**config.mk**
```make
export PLATFORM = sky130hd
export DESIGN_NAME = fb_pixel_reader
export DESIGN_NICKNAME = d
export VERILOG_FILES = /design/src/rtl/fb_pixel_reader.sv
export SDC_FILE = /design/constraint.sdc
export NUM_CORES = 1
export LEC_CHECK = 0
export ABC_AREA = 0
export CORE_MARGIN = 4
export CORE_UTILIZATION = 61
export DETAILED_ROUTE_END_ITERATION = 12
export GPL_TIMING_DRIVEN = 0
export PLACE_DENSITY = 0.83
export SLEW_MARGIN = 10
export SYNTH_ARGS = -nofsm -noshare
export SYNTH_HDL_FRONTEND = slang
export SYNTH_SLANG_ARGS = --single-unit
```
**constraint.sdc**
```tcl
create_clock -name clk -period 4.8 [get_ports clk]
set_input_delay 0.48 -clock clk [delete_from_list [all_inputs] [get_ports clk]]
set_output_delay 0.48 -clock clk [all_outputs]
set_load 0.005 [all_outputs]
```
**src/rtl/fb_pixel_reader.sv**
```systemverilog
// Framebuffer read side: prefetches packed 5 x RGB111 words and emits one pixel per strobe.
// Optional FB_READER_UNDERRUN_COUNT_EN adds a saturating underrun_count output.
module fb_pixel_reader #(
  parameter int FIFO_DEPTH  = 4,
  parameter int ADDR_W      = 18,
  parameter int FRAME_WORDS = 82944
) (
  input  logic                          clk,
  input  logic                          reset_n,
  input  logic                          frame_start,
  input  logic                          display_en,
  input  logic                          pixel_strobe,
  output logic                          req_valid,
  input  logic                          req_ready,
  output logic [ADDR_W-1:0]             req_addr,
  input  logic                          rsp_valid,
  input  logic [15:0]                   rsp_data,
  output logic [2:0]                    rgb_111_out,
  output logic                          underrun,
`ifdef FB_READER_UNDERRUN_COUNT_EN
  output logic [15:0]                   underrun_count,
`endif
  output logic [$clog2(FIFO_DEPTH):0]   fifo_level
);

  localparam int PW = $clog2(FIFO_DEPTH);
  localparam int LW = PW + 1;
  localparam int DW = LW + 4;

  logic [14:0]   mem [FIFO_DEPTH];
  logic [PW-1:0] wr_ptr, rd_ptr;
  logic [LW-1:0] inflight;
  logic [DW-1:0] discard;
  logic [14:0]   cur_word;
  logic          cur_valid;
  logic [2:0]    idx;
  logic          req_en;

  logic          hs, push, drop, pop, pix, take, blank_px;
  logic [14:0]   word;
  logic [2:0]    pix_val;
  logic [LW:0]   outstanding;
  logic          rsp_unused;

  assign rsp_unused  = rsp_data[15];
  assign outstanding = (LW+1)'(fifo_level) + (LW+1)'(inflight);
  assign req_valid   = req_en && !frame_start && (outstanding < (LW+1)'(FIFO_DEPTH));
  assign hs          = req_valid && req_ready;
  assign drop        = rsp_valid && (discard != '0);
  assign push        = rsp_valid && (discard == '0);
  assign pop         = !cur_valid && (fifo_level != '0);
  // A word popped this clk is usable by a coincident strobe (no bubble).
  assign word        = cur_valid ? cur_word : mem[rd_ptr];
  assign pix         = pixel_strobe && display_en;
  assign take        = pix && (cur_valid || pop) && !underrun;
  assign blank_px    = !frame_start && pix && !take;

  always_comb begin
    pix_val = word[2:0];
    case (idx)
      3'd0:    pix_val = word[2:0];
      3'd1:    pix_val = word[5:3];
      3'd2:    pix_val = word[8:6];
      3'd3:    pix_val = word[11:9];
      default: pix_val = word[14:12];
    endcase
  end

  always_ff @(posedge clk) begin
    if (push && !frame_start) mem[wr_ptr] <= rsp_data[14:0];
  end

  always_ff @(posedge clk or negedge reset_n) begin
    if (!reset_n) begin
      req_en      <= 1'b0;
      req_addr    <= '0;
      wr_ptr      <= '0;
      rd_ptr      <= '0;
      fifo_level  <= '0;
      inflight    <= '0;
      discard     <= '0;
      cur_word    <= '0;
      cur_valid   <= 1'b0;
      idx         <= '0;
      rgb_111_out <= '0;
      underrun    <= 1'b0;
    end else begin
      req_en <= 1'b1;
      if (frame_start) begin
        req_addr    <= '0;
        wr_ptr      <= '0;
        rd_ptr      <= '0;
        fifo_level  <= '0;
        inflight    <= '0;
        cur_valid   <= 1'b0;
        idx         <= '0;
        rgb_111_out <= '0;
        underrun    <= 1'b0;
        // A response landing now retires one of the reads still owed by the arbiter.
        discard     <= discard + DW'(inflight) - DW'(rsp_valid);
      end else begin
        if (hs)
          req_addr <= (req_addr == ADDR_W'(FRAME_WORDS - 1)) ? '0 : req_addr + 1'b1;
        inflight   <= inflight + LW'(hs) - LW'(push);
        if (drop) discard <= discard - 1'b1;
        if (push) wr_ptr  <= wr_ptr + 1'b1;
        if (pop)  rd_ptr  <= rd_ptr + 1'b1;
        fifo_level <= fifo_level + LW'(push) - LW'(pop);
        if (pop) begin
          cur_word  <= mem[rd_ptr];
          cur_valid <= 1'b1;
        end
        if (take) begin
          rgb_111_out <= pix_val;
          if (idx == 3'd4) begin
            idx       <= '0;
            cur_valid <= 1'b0;
          end else begin
            idx <= idx + 3'd1;
          end
        end else if (pix) begin
          rgb_111_out <= '0;
          underrun    <= 1'b1;
        end else if (pixel_strobe) begin
          rgb_111_out <= '0;
        end
      end
    end
  end

`ifdef FB_READER_UNDERRUN_COUNT_EN
  always_ff @(posedge clk or negedge reset_n) begin
    if (!reset_n)
      underrun_count <= '0;
    else if (blank_px && underrun_count != 16'hFFFF)
      underrun_count <= underrun_count + 16'd1;
  end
`else
  logic blank_unused;
  assign blank_unused = blank_px;
`endif

endmodule

```
==> flow_summary.json <==
{
  "clk_pin_slew_ps": 60,
  "cp-start-kind": "flop",
  "finalNetCount": 641,
  "cts_hold_buf": 0,
  "grt_pass1_wl_mm": 21.7,
  "max_clock_freq_mhz": 355,
  "clock_latency_ps": 530,
  "area_growth_pct": 20.0,
  "num-fill-cells": 608,
  "slew-limit-headroom": 0.456,
  "layout_common_cells": "75 x nand2_1, 60 x edfxtp_1, 59 x dfrtp_1, 45 x clkdlybuf4s50_1, 38 x nor2_1",
  "final_common_cell": "nand2_1",
  "r2r_start": "fifo_level[2]$_DFF_PN0_",
  "cellPowerDensity_mw_per_mm2": 511,
  "p_total_uw": 3630,
  "dieHeight_microns": 107,
  "rrSetupSlack_ps": 1980,
  "ys_ff_latch": 119,
  "stdcell_count": 727,
  "worstSetupEndpointType": "flop",
  "antenna_cells": 0,
  "synthCells": 520,
  "synthArstFlopShare": 0.496,
  "first_pass_iters": 5,
  "p_leak_uw": 0.00286,
  "reg2reg_to": "inflight[2]$_DFF_PN0_",
  "ys_warn_count": 0,
  "routabilityCongestion": 0.921,
  "synth.distinct_cells": 58,
  "min-delay-path-class": "input pin to async pin",
  "rr_worst_depth": 12,
  "fp.coreArea_sq_mm": 0.00933,
  "drive_gt1_frac": 0.0970,
  "crit_family": "adder cells",
  "crit_arrival_ps": 3210,
  "slowest_delay_ps": 450,
  "netlist_area_sq_mm": 0.00592,
  "clk_path_buf_depth": 2,
  "cts_tree": "yes",
  "rsz0062_at_grt": "false",
  "portBuffers": 46,
  "grt_pass1_vias": 4347,
  "worstSetupPathType": "flop to flop",
  "ioPinCount": 49,
  "die_area_sq_mm": 0.0114,
  "ctsResizeCount": 0,
  "ant_nets": 0,
  "drc": 0,
  "synth-edff-count": 60,
  "ir_drop_mv": 0.431,
  "slowest_stage": "dfrtp_1",
  "status": "finished, final reports clean",
  "crit_fanout": 6,
  "dp.cells": 695,
  "finalMaxSlewViolations": 0,
  "fin_tns_setup_ps": 0,
  "tightest_slew_ps": 815,
  "setup_viol": 0,
  "wl_mm": 13.3,
  "grt_use_total": 0.250,
  "syn_avg_cell_area_sq_um": 11.4,
  "crit_required_ps": 5190,
  "fin_skew_ps": 9.12,
  "grt_antenna_before_repair": 0,
  "grt_max_degree": 60,
  "row_count": 35,
  "vias": 4317,
  "start_util": 0.635,
  "drt_iter0_drc": 277,
  "clock_sinks": 119,
  "routedWlPerCell_microns": 18.2,
  "viasPerCell": 5.94,
  "cts_root_buf": "clkbuf_8",
  "min_period_ps": 2820,
  "syn_nets": 576,
  "synth-seq-area-share": 0.553,
  "hold_viol": 0,
  "cts_setup_buffers": 0,
  "cts_buffers": 17,
  "htree_levels": 4,
  "overflow": 0,
  "dieWidth_microns": 107,
  "timing.critical_path.buf_inv": 4,
  "cap_violations": 0,
  "synth_flop_cell": "edfxtp_1",
  "period_share": 0.587,
  "path_cells": "ha_1 -> nor4b_2 -> and4_1 -> buf_4 -> inv_1 -> ha_1 -> inv_1 -> ha_1 -> inv_1 -> fa_1 -> xnor2_1 -> nor2_1",
  "hpwl_mm": 8.89
}
-- Yosys cell counts, types with 7 or more instances --
| master | count | area share |
|---|---|---|
| ha_1 | 30 | 0.063 |
| xor2_1 | 8 | 0.012 |
| nor2_1 | 38 | 0.024 |
| and2_1 | 7 | 0.0074 |
| dfrtp_1 | 59 | 0.25 |
| mux2i_1 | 13 | 0.022 |
| a21oi_1 | 24 | 0.020 |
| o21ai_0 | 18 | 0.015 |
| nor3_1 | 11 | 0.0093 |
| inv_1 | 32 | 0.020 |
| nand3_1 | 14 | 0.012 |
| mux4_2 | 9 | 0.034 |
| xnor2_1 | 13 | 0.019 |
| nand2_1 | 75 | 0.048 |
| buf_2 | 7 | 0.0059 |
| clkbuf_1 | 7 | 0.0044 |
| edfxtp_1 | 60 | 0.30 |
-- metal layers --
metal / vias to the layer above / wire length [microns] / GRT usage
li1: 1997 / - / -
met1: 2127 / 5730 / 0.333
met2: 166 / 6420 / 0.404
met3: 27 / 845 / 0.0540
met5: - / 0 / 0
met4: 0 / 257 / 0.0995
-- where the power goes --
| group | leakage, uW | switching (uW) | internal, uW | total, uW |
|---|---|---|---|---|
| Clock | 0.000269 | 481 | 743 | 1220 |
| Sequential | 0.00132 | 112 | 1200 | 1310 |
| Combinational | 0.00127 | 602 | 495 | 1100 |
-- metrics by stage --
stage	hold slack [ps]	setup slack [ps]	instance area (sq um)	util
final	16.9	1980	7110	0.762
after global placement	459	1370	6550	0.702
after CTS	35.9	1970	7110	0.762
after global routing	95.6	1800	7110	0.762
after detailed placement	463	1980	6540	0.701
after floorplan	184	2300	5920	-
-- flip-flops by register name, summed over array words and instances, names as in the netlist, 3 cells and up --
signal,count
mem,60
req_addr,18
cur_word,15
discard,7
fifo_level,3
idx,3
inflight,3
rgb_111_out,3
-- cell families (layout without fill, tap and decap cells) --
| kind of cell | count (synthesis) | count (layout) | synth area share |
|---|---|---|---|
| muxes | 26 | 26 | 0.0638 |
| other | 1 | 1 | 0.000633 |
| and+or+nand+nor | 186 | 186 | 0.150 |
| DFF | 119 | 119 | 0.553 |
| xor gates and xnor gates | 21 | 21 | 0.0311 |
| adders and majority gates | 33 | 33 | 0.0735 |
| buffers and inverters | 51 | 129 | 0.0370 |
| AOI/OAI and AO/OA | 83 | 83 | 0.0908 |
-- worst max-delay path by stage --
stage                            startpoint                endpoint  slack (ps)  cells past startpoint
CTS                 fifo_level[2]$_DFF_PN0_   inflight[2]$_DFF_PN0_        1970                     12
global route        fifo_level[2]$_DFF_PN0_   inflight[2]$_DFF_PN0_        1800                     12
detailed placement                rsp_valid  discard[6]$_DFFE_PN0P_        1980                     12
finish              fifo_level[2]$_DFF_PN0_   inflight[2]$_DFF_PN0_        1980                     12
floorplan           fifo_level[2]$_DFF_PN0_   inflight[2]$_DFF_PN0_        2300                     12
global placement                    reset_n  discard[4]$_DFFE_PN0P_        1370                      1
-- cell type report --
| class | instances | area, sq um | share of cell area |
|---|---|---|---|
| flip-flops and latches | 119 | 3280 | 0.461 |
| well taps | 129 | 161 | 0.0227 |
| clock buffers | 18 | 418 | 0.0588 |
| clock inverters | 14 | 150 | 0.0211 |
| inverters | 33 | 124 | 0.0174 |
| repair buffers | 46 | 458 | 0.0644 |
| plain buffers | 18 | 95.1 | 0.0134 |
| multi-input cells | 350 | 2430 | 0.341 |
(Power assumes the default switching activity.)
